[src/rtl/scsa_pkg.sv]
// Shared SCSA definitions: wrapper FSM states, block-count derivation and width legality check.
// Pure types/constants; no logic, no latency, no flow control.
package scsa_pkg;

    typedef enum logic [1:0] {
        IDLE  = 2'd0,
        CHECK = 2'd1,
        FIX   = 2'd2,
        OUT   = 2'd3
    } state_e;

    function automatic int calc_nblk(input int width, input int blk);
        return width / blk;
    endfunction

    function automatic bit width_ok(input int width, input int blk);
        return (blk > 0) && (width >= blk) && ((width % blk) == 0);
    endfunction

    localparam int SCSA_WIDTH    = 16;
    localparam int SCSA_BLK      = 4;
    localparam int SCSA_NBLK     = calc_nblk(SCSA_WIDTH, SCSA_BLK);
    localparam bit SCSA_WIDTH_OK = width_ok(SCSA_WIDTH, SCSA_BLK);

endpackage

[src/rtl/scsa_spec_check.sv]
// Per-block generate/propagate and exact carry-misspeculation flag for a speculative carry-select adder.
// Purely combinational; zero latency, no flow control.
module scsa_spec_check
    import scsa_pkg::*;
#(
    parameter int WIDTH = 16,
    parameter int BLK   = 4
) (
    input  logic [WIDTH-1:0]     a_i,
    input  logic [WIDTH-1:0]     b_i,
    input  logic                 cin_i,
    output logic                 err_o,
    output logic [WIDTH/BLK-1:0] g_o,
    output logic [WIDTH/BLK-1:0] p_o
);

    localparam int NBLK = calc_nblk(WIDTH, BLK);

    logic [NBLK-1:0] c_spec;

    for (genvar k = 0; k < NBLK; k++) begin : g_blk
        logic [BLK:0] raw;
        assign raw    = {1'b0, a_i[k*BLK +: BLK]} + {1'b0, b_i[k*BLK +: BLK]};
        assign g_o[k] = raw[BLK];
        assign p_o[k] = &(a_i[k*BLK +: BLK] ^ b_i[k*BLK +: BLK]);
        // Speculated carry into block k: real cin for block 0, else the lower block's cin=0 carry-out.
        if (k == 0) begin : g_first
            assign c_spec[k] = cin_i;
        end else begin : g_rest
            assign c_spec[k] = g_o[k-1];
        end
    end

    // A guess is wrong only when a fully propagating block receives a carry of 1.
    assign err_o = |(p_o & c_spec);

endmodule

[src/rtl/scsa_vl_wrap.sv]
// Variable-latency SCSA wrapper: registers operands, checks speculation, forwards or corrects the sum.
// Accept-to-valid 2 edges (clean) / 3 edges (corrected); result held until out_ready, in_ready follows out_ready in OUT.
module scsa_vl_wrap
    import scsa_pkg::*;
#(
    parameter int WIDTH = 16,
    parameter int BLK   = 4,
    parameter int CNT_W = 16
) (
    input  logic             clk,
    input  logic             rst,
    input  logic             in_valid,
    output logic             in_ready,
    input  logic [WIDTH-1:0] A_in,
    input  logic [WIDTH-1:0] B_in,
    input  logic             Cin_in,
    output logic [WIDTH-1:0] A_I,
    output logic [WIDTH-1:0] B_I,
    output logic             Co_Iin,
    input  logic [WIDTH-1:0] S_I,
    input  logic             Co_I,
    output logic             out_valid,
    input  logic             out_ready,
    output logic [WIDTH-1:0] sum_o,
    output logic             cout_o,
    output logic             corrected_o,
    output logic [CNT_W-1:0] op_cnt,
    output logic [CNT_W-1:0] err_cnt
);

    localparam int NBLK = calc_nblk(WIDTH, BLK);
    localparam logic [CNT_W-1:0] CNT_ONE = {{(CNT_W-1){1'b0}}, 1'b1};

    if (!width_ok(WIDTH, BLK)) begin : g_bad_width
        $error("scsa_vl_wrap: WIDTH must be a non-zero multiple of BLK");
    end

    state_e           state_q, state_d;
    logic [WIDTH-1:0] a_q, a_d, b_q, b_d, sum_q, sum_d;
    logic             c_q, c_d, cout_q, cout_d, corr_q, corr_d;
    logic [CNT_W-1:0] op_cnt_q, op_cnt_d, err_cnt_q, err_cnt_d;

    logic             spec_err;
    logic [NBLK-1:0]  blk_g, blk_p;
    logic [NBLK:0]    c_ex;
    logic [WIDTH-1:0] ex_sum;

    scsa_spec_check #(
        .WIDTH (WIDTH),
        .BLK   (BLK)
    ) u_spec_check (
        .a_i   (a_q),
        .b_i   (b_q),
        .cin_i (c_q),
        .err_o (spec_err),
        .g_o   (blk_g),
        .p_o   (blk_p)
    );

    // Exact block carries rippled from the same G/P, so the FIX sum needs no second adder chain.
    always_comb begin
        c_ex    = '0;
        ex_sum  = '0;
        c_ex[0] = c_q;
        for (int k = 0; k < NBLK; k++) begin
            c_ex[k+1]             = blk_g[k] | (blk_p[k] & c_ex[k]);
            ex_sum[k*BLK +: BLK]  = a_q[k*BLK +: BLK] + b_q[k*BLK +: BLK]
                                  + {{(BLK-1){1'b0}}, c_ex[k]};
        end
    end

    assign in_ready    = (state_q == IDLE) || ((state_q == OUT) && out_ready);
    assign out_valid   = (state_q == OUT);
    assign A_I         = a_q;
    assign B_I         = b_q;
    assign Co_Iin      = c_q;
    assign sum_o       = sum_q;
    assign cout_o      = cout_q;
    assign corrected_o = corr_q;
    assign op_cnt      = op_cnt_q;
    assign err_cnt     = err_cnt_q;

    always_comb begin
        state_d   = state_q;
        a_d       = a_q;
        b_d       = b_q;
        c_d       = c_q;
        sum_d     = sum_q;
        cout_d    = cout_q;
        corr_d    = corr_q;
        op_cnt_d  = op_cnt_q;
        err_cnt_d = err_cnt_q;

        case (state_q)
            IDLE: begin
                if (in_valid) begin
                    a_d     = A_in;
                    b_d     = B_in;
                    c_d     = Cin_in;
                    state_d = CHECK;
                end
            end
            CHECK: begin
                if (spec_err) begin
                    err_cnt_d = (&err_cnt_q) ? err_cnt_q : err_cnt_q + CNT_ONE;
                    state_d   = FIX;
                end else begin
                    sum_d   = S_I;
                    cout_d  = Co_I;
                    corr_d  = 1'b0;
                    state_d = OUT;
                end
            end
            FIX: begin
                sum_d   = ex_sum;
                cout_d  = c_ex[NBLK];
                corr_d  = 1'b1;
                state_d = OUT;
            end
            OUT: begin
                if (out_ready) begin
                    op_cnt_d = (&op_cnt_q) ? op_cnt_q : op_cnt_q + CNT_ONE;
                    if (in_valid) begin
                        a_d     = A_in;
                        b_d     = B_in;
                        c_d     = Cin_in;
                        state_d = CHECK;
                    end else begin
                        state_d = IDLE;
                    end
                end
            end
            default: state_d = IDLE;
        endcase
    end

    always_ff @(posedge clk or posedge rst) begin
        if (rst) begin
            state_q   <= IDLE;
            a_q       <= '0;
            b_q       <= '0;
            c_q       <= 1'b0;
            sum_q     <= '0;
            cout_q    <= 1'b0;
            corr_q    <= 1'b0;
            op_cnt_q  <= '0;
            err_cnt_q <= '0;
        end else begin
            state_q   <= state_d;
            a_q       <= a_d;
            b_q       <= b_d;
            c_q       <= c_d;
            sum_q     <= sum_d;
            cout_q    <= cout_d;
            corr_q    <= corr_d;
            op_cnt_q  <= op_cnt_d;
            err_cnt_q <= err_cnt_d;
        end
    end

endmodule

[config.mk]
export PLATFORM = sky130hd
export DESIGN_NAME = scsa_vl_wrap
export DESIGN_NICKNAME = d
export VERILOG_FILES = /design/src/rtl/scsa_pkg.sv /design/src/rtl/scsa_spec_check.sv /design/src/rtl/scsa_vl_wrap.sv
export SDC_FILE = /design/constraint.sdc
export NUM_CORES = 1
export LEC_CHECK = 0
export ABC_AREA = 1
export CAP_MARGIN = 20
export CORE_MARGIN = 4
export CORE_UTILIZATION = 53
export CTS_CLUSTER_SIZE = 12
export DETAILED_ROUTE_END_ITERATION = 16
export PLACE_DENSITY = 0.87
export SETUP_SLACK_MARGIN = 0.5
export SLEW_MARGIN = 20
export SYNTH_ARGS = -nofsm -noshare
export SYNTH_HDL_FRONTEND = slang
export SYNTH_HIERARCHICAL = 1
export SYNTH_SLANG_ARGS = --single-unit
export TNS_END_PERCENT = 100
[constraint.sdc]
create_clock -name clk -period 4.6 [get_ports clk]
set_clock_uncertainty 0.2 [all_clocks]
set_input_delay 0.46 -clock clk [delete_from_list [all_inputs] [get_ports clk]]
set_output_delay 0.46 -clock clk [all_outputs]
set_load 0.1 [all_outputs]
# Word-level counts from Yosys, hierarchy flattened
# Index checks and enable logic that the tools add are counted.
# totals
reg_bits	85
latch_bits	0
ram_bits	0
romBits	0
input_bits	54
output_inout_bits	85
word_cells	81
memories	0
# classes
addsub	14
n_mul	0
n_div	0
magnitude_cmp	0
n_eq_ne	6
shift	0
n_mux	20
bitwise	15
reduce_logical	17
# op_table
cell	n
one-hot mux 16 bit (2 select lines)	3
2-to-1 mux 16 bit	5
adder 16 x 1 -> 16 bit, second input constant	2
AND reduction 16 bit	2
adder 4 x 4 -> 5 bit	4
adder 4 x 1 -> 4 bit	4
adder 4 bit	4
AND reduction 4 bit	4
bitwise XOR 4 bit	4
one-hot mux 2 bit (4 select lines)	1
2-to-1 mux 1 bit	6
one-hot mux 1 bit (2 select lines)	3
AND reduction 2 bit	3
AND reduction 3 bit	2
bitwise AND 1 bit	4
bitwise AND 4 bit	1
== test 2 bit, second input constant	2
2-to-1 mux 2 bit	2
!= test 2 bit, second input constant	2
bitwise OR 1 bit	4
nonzero test 2 bit	2
OR reduction 4 bit	1
== test 2 x 1 -> 1 bit, second input constant	1
logical NOT 2 bit	1
4 further kinds	5

# Longest topological paths before layout
# depth
ltp_word	11
depth_mapped	18
mapped_depth_nobuf	18

# Modules after synthesis
# Netlist, hierarchy kept.
# by_module_without_submodules
mod	instances	cells_each	area_per_inst_um2	seq_area_each_um2
scsa_vl_wrap	1	536	4685.7	2127.0
scsa_spec_check	1	59	411.6	0.0

# Worst setup path after synthesis
# No wires, ideal clock.
# synth_path
path_type	reg-to-reg
startpoint	reg a_q[3], in the netlist A_I[3]
endpoint	reg sum_q[14], in the netlist sum_o[14]
setup_time_ns	0.124
t_arrival_ns	2.930
required_ns	4.276
setup_slack_ns	1.346
path_stages_with_launch	17
path_buffers	0
period_less_slack_ns	3.254
path_cell_list	dfrtp_1 > ha_1 > nand2_2 > nor2_4 > nand2_1 > nand2_1 > nand2_1 > nand2_1 > nand2_1 > nand2_1 > inv_1 > fa_1 > fa_1 > xor2_1 > nand2_1 > o211ai_1 > nand2_1
# synth_between
elab_chain_len	10
word_cells_on_any_way	15
cone_classes	2 x add/sub; 1 x eq/ne; 1 x mux; 8 x bitwise; 3 x reduce/logical
# synth_rtl
item	line	source
start: declaration	scsa_vl_wrap.sv:39	logic [WIDTH-1:0] a_q, a_d, b_q, b_d, sum_q, sum_d;
start signal: assignment	scsa_vl_wrap.sv:140	a_q <= '0;
start signal: assignment	scsa_vl_wrap.sv:150	a_q <= a_d;
bitwise XOR 4 bit *	scsa_spec_check.sv:25	assign p_o[k] = &(a_i[k*BLK +: BLK] ^ b_i[k*BLK +: BLK]);
AND reduction 4 bit *	scsa_spec_check.sv:25	
net blk_p[0]	scsa_vl_wrap.sv:44	logic [NBLK-1:0] blk_g, blk_p;
bitwise AND 1 bit	scsa_vl_wrap.sv:66	c_ex[k+1] = blk_g[k] | (blk_p[k] & c_ex[k]);
bitwise OR 1 bit	scsa_vl_wrap.sv:66	
bitwise AND 1 bit	scsa_vl_wrap.sv:66	
bitwise OR 1 bit	scsa_vl_wrap.sv:66	
bitwise AND 1 bit	scsa_vl_wrap.sv:66	
bitwise OR 1 bit	scsa_vl_wrap.sv:66	
adder 4 x 1 -> 4 bit	scsa_vl_wrap.sv:68	+ {{(BLK-1){1'b0}}, c_ex[k]};
one-hot mux 16 bit (2 select lines)	scsa_vl_wrap.sv:94	case (state_q)
end signal: assignment	scsa_vl_wrap.sv:153	sum_q <= sum_d;
end: declaration	scsa_vl_wrap.sv:39	
# Mark *: on every way through the listed nets, which the timed path passes. The rest lies on a longest branch.
# A chain may end at the register's enable or synchronous reset.

# Worst setup path after layout
# layout_path
startpoint	reg state_q[0]
endpoint	out in_ready
# layout_between
elab_chain_len	3
word_cells_on_any_way	4
cone_classes	1 x eq/ne; 3 x reduce/logical
# layout_rtl
item	line	source
start: declaration	scsa_vl_wrap.sv:38	state_e state_q, state_d;
start signal: assignment	scsa_vl_wrap.sv:149	state_q <= state_d;
== test 2 bit	scsa_vl_wrap.sv:72	assign in_ready = (state_q == IDLE) || ((state_q == OUT) && out_ready);
logical AND 1 bit	scsa_vl_wrap.sv:72	
logical OR 1 bit *	scsa_vl_wrap.sv:72	
end: declaration	scsa_vl_wrap.sv:13	output logic in_ready,
# Mark *: on every way between the ends. The rest lies on a longest branch, timed or not.

==> implementation parameters <==
Parameter                              Value

Run status
  Status ... complete, no violations

Setup path
  Destination of the worst register-to-register timing path ... sum_o[14]
  Largest fanout on the critical path ... 5
  Peak per-stage delay on the critical path ... around 1.1 ns
  CP startpoint kind ... flop
  Reg2Reg Depth ... 18
  WP data arrival ... 2.42 ns
  Reg-to-Reg Start ... A_I[3]
  Worst setup path class ... reg2out
  Source of the critical timing path ... state_q[0]
  Cell chain of the critical path ... ha_1 > nand2_1 > nand2_1 > clkdlybuf4s50_1
  Endpoint of the most critical setup path ... in_ready
  Worst path slowest cell ... sky130_fd_sc_hd__clkdlybuf4s50_1
  Required time of the critical path ... 3.94 ns
  Most used cell along the critical path ... sky130_fd_sc_hd__nand2_1
  Setup slack on the worst flop-to-flop path ... 1.57 ns
  Critical Path Sink Type ... primary output

Yosys
  Number of distinct library cell variants in the gate-level netlist after synthesis ... 36
  Share of synthesized area occupied by flip-flops and latches ... 41.7%
  Post-Syn Instances ... a little under 600
  Area of the mapped netlist ... 5100 um^2
  Synthesized Nets ... 687
  Synthesis Warnings ... 6
  Synth Register Bits ... 85
  Post-Syn Area per Cell ... 8.57 um^2

Clock tree
  Maximum number of buffers from clock root to sink ... 2
  Clock tree from TritonCTS ... done
  Resized cells post-CTS ... 0
  CTS hold repair buffers ... 0
  Buffers inserted by post-CTS timing repair ... 0
  Clock Latency Late Sink ... 0.35 ns
  Number of buffers created by CTS ... 9
  CTS Root Cell ... sky130_fd_sc_hd__clkbuf_8
  Sink Count ... 85
  Clock-pin slew reported for the worst setup and hold paths after clock tree synthesis ... 0.09 ns
  Maximum level of the CTS H-tree ... 3

Timing
  Actual slew at the worst max-slew pin ... 1.04 ns
  Unrepaired setup endpoints after global routing ... no
  Final number of hold-violating endpoints ... 0
  Fin Setup TNS ... 0 ns
  Part of the cycle the worst path needs ... 67.0%
  Max_slew headroom ... between 30% and 40%
  Minimum clock period after layout ... 3.08 ns
  Setup violations, final ... 0
  Count of pins over their slew limit ... 0
  Timing-limited maximum frequency ... between 300 and 400 MHz

Global routing
  Vias in the first global route ... ~4500
  Largest net degree at the start of global routing ... 60
  Wire length of the first global-routing pass ... around 22000 um
  Total global-route track usage ... 24.0%
  Antenna violations before repair ... 1
  Total gr overflow ... 0

Floorplan
  X dimension of the die ... 106 um
  # rows ... 35
  Floorplan die area ... 11300 um^2
  Initial core utilization ... a little over half
  Die Y-Extent ... approximately 110 um
  Core area ... 9280 um^2
  Ports ... 139

Detailed routing
  Routed Wire Length ... 13100 um
  Remaining number of nets flagged by the antenna check after routing ... 0
  WL per Instance ... 15.1 um
  Iteration count of the initial detailed-routing pass ... 6
  Detailed-route DRC error count ... 0
  Overall via count from detail_route ... 4430
  DRT iter0 DRCs ... 186
  Vias per cell ... ~5.1

Placement
  Post-detailed-placement half-perimeter wirelength ... 9810 um
  Placer Congestion ... 0.879
  IO buf count ... about 140
  Area after detailed placement ... 6570 um^2

Min path
  Type of the tightest min-delay check ... reg2reg
  Hold path startpoint ... sum_o[3]

Cells and area
  Combined flip-flop and latch cell area ... 2130 um^2
  Final core utilization ... 73.1%
  Number of filler instances in the final layout ... 687
  Layout Nets ... slightly above 800
  Multi-input gate area in the final layout ... 2720 um^2
  Cell area after layout ... approximately 6800 um^2
  Fraction of final layout cells with drive strength greater than 1 ... 7.21%
  Layout overhead on the synthesized area ... 33.1%

Job
  Max-capacitance violation count ... 0
-- synthesized netlist by cell type --
library cell	number	area, um^2
sky130_fd_sc_hd__dfrtp_1	85	2130
sky130_fd_sc_hd__clkbuf_1	3	11.3
sky130_fd_sc_hd__nor2_4	5	56.3
sky130_fd_sc_hd__o21ai_1	17	85.1
sky130_fd_sc_hd__nand2_2	8	50.1
sky130_fd_sc_hd__a21boi_1	1	7.51
sky130_fd_sc_hd__mux2_1	24	270
sky130_fd_sc_hd__inv_1	33	124
sky130_fd_sc_hd__fa_1	8	160
sky130_fd_sc_hd__nand3b_1	2	15.0
sky130_fd_sc_hd__buf_2	8	40.0
sky130_fd_sc_hd__nand2_4	2	22.5
sky130_fd_sc_hd__a31oi_1	4	25.0
sky130_fd_sc_hd__o211ai_2	1	12.5
sky130_fd_sc_hd__nor3_2	1	10.0
sky130_fd_sc_hd__inv_2	9	33.8
sky130_fd_sc_hd__o21ai_0	9	45.0
sky130_fd_sc_hd__a21oi_1	26	130
sky130_fd_sc_hd__or2_1	1	6.26
sky130_fd_sc_hd__xor2_1	15	131
sky130_fd_sc_hd__o211ai_1	1	7.51
sky130_fd_sc_hd__nand4_2	1	12.5
sky130_fd_sc_hd__nand4_1	2	12.5
sky130_fd_sc_hd__clkinv_1	1	3.75
sky130_fd_sc_hd__a41oi_1	1	8.76
sky130_fd_sc_hd__nor2_8	1	20.0
sky130_fd_sc_hd__nand2_1	195	732
sky130_fd_sc_hd__buf_6	4	45.0
sky130_fd_sc_hd__nor2_1	55	206
sky130_fd_sc_hd__nor2_2	6	37.5
sky130_fd_sc_hd__o21ai_4	1	16.3
sky130_fd_sc_hd__nand3_1	14	70.1
sky130_fd_sc_hd__nor3_1	2	10.0
sky130_fd_sc_hd__xnor2_1	18	158
sky130_fd_sc_hd__ha_1	30	375
sky130_fd_sc_hd__o21bai_4	1	18.8
-- registers in the layout, summed over array words and instances (netlist names) --
name	flops
A_I	16
B_I	16
err_cnt	16
op_cnt	16
sum_o	16
state_q	2
Co_Iin	1
corrected_o	1
cout_o	1
-- worst min-delay path by stage --
| stage | depth (start not counted) | to |
|---|---|---|
| CTS | 2 | sum_o[3] |
| global route | 2 | sum_o[3] |
| global placement | 2 | sum_o[3] |
| floorplan | 2 | state_q[0] |
| detailed placement | 2 | sum_o[3] |
| finish | 2 | sum_o[3] |
-- area by class of cell --
class | count | area share, %
antenna | 1 | 0.0369
clock buffer | 11 | 2.08
clock inverter | 4 | 1.07
inverter | 43 | 2.42
multi-input combinational | 452 | 40.1
sequential | 85 | 31.3
tap | 129 | 2.38
timing repair buffer | 140 | 20.6
-- layout by cell type, fill, tap and decap left out, types with 2 or more instances in the layout --
cell type,instances
sky130_fd_sc_hd__mux2_1,24
sky130_fd_sc_hd__clkbuf_8,10
sky130_fd_sc_hd__o21ai_0,9
sky130_fd_sc_hd__xnor2_1,18
sky130_fd_sc_hd__nor2_4,5
sky130_fd_sc_hd__inv_1,32
sky130_fd_sc_hd__nor2_1,55
sky130_fd_sc_hd__fa_1,8
sky130_fd_sc_hd__ha_1,30
sky130_fd_sc_hd__dfrtp_1,85
sky130_fd_sc_hd__nand2_2,8
sky130_fd_sc_hd__nand2_1,195
sky130_fd_sc_hd__a21oi_1,26
sky130_fd_sc_hd__nor2_2,6
sky130_fd_sc_hd__nand2_4,2
sky130_fd_sc_hd__buf_4,2
sky130_fd_sc_hd__a31oi_1,4
sky130_fd_sc_hd__nand3b_1,2
sky130_fd_sc_hd__bufinv_16,2
sky130_fd_sc_hd__o21ai_1,17
sky130_fd_sc_hd__nor3_1,2
sky130_fd_sc_hd__nand3_1,14
sky130_fd_sc_hd__clkdlybuf4s50_1,138
sky130_fd_sc_hd__xor2_1,15
sky130_fd_sc_hd__inv_2,9
sky130_fd_sc_hd__nand4_1,2
-- routing by layer --
| metal | track usage (%) | wire length [um] | vias to the layer above |
|---|---|---|---|
| li1 | - | - | 2182 |
| met1 | 27.7 | 5290 | 2085 |
| met2 | 42.5 | 6630 | 134 |
| met3 | 6.80 | 849 | 29 |
| met4 | 8.97 | 290 | 0 |
| met5 | 0 | 0 | - |
-- worst max-delay path: cells and delay by family (launching register included) --
family                   cells  cell delay [ns]
buffers and inverters        1             1.13
AND/OR/NAND/NOR              2             0.23
adder cells (fa/ha/maj)      1             0.32
flip-flops                   1             0.40
-- stage by stage --
step | cells | setup WS, ns | hold WS [ns]
after floorplan | 595 | 1.35 | 0.374
after global placement | 849 | 1.71 | 0.268
after detailed placement | 849 | 1.61 | 0.265
after CTS | 864 | 1.51 | 0.288
after global routing | 865 | 1.27 | 0.319
final | 865 | 1.52 | 0.286
-- cells by family (layout without fill, tap and decap cells) --
kind of cell | count (synthesis) | count (layout) | share of synthesized area, %
and+or+nand+nor | 295 | 295 | 24.7
DFF | 85 | 85 | 41.7
AOI/OAI and AO/OA | 62 | 62 | 7.00
buffers and inverters | 58 | 198 | 5.06
adders and majority gates | 38 | 38 | 10.5
xor gates and xnor gates | 33 | 33 | 5.67
muxes | 24 | 24 | 5.30
other | 0 | 1 | 0
Power is not shown: default switching activity piles up to over one toggle a cycle in this logic, so the estimate is an artifact.
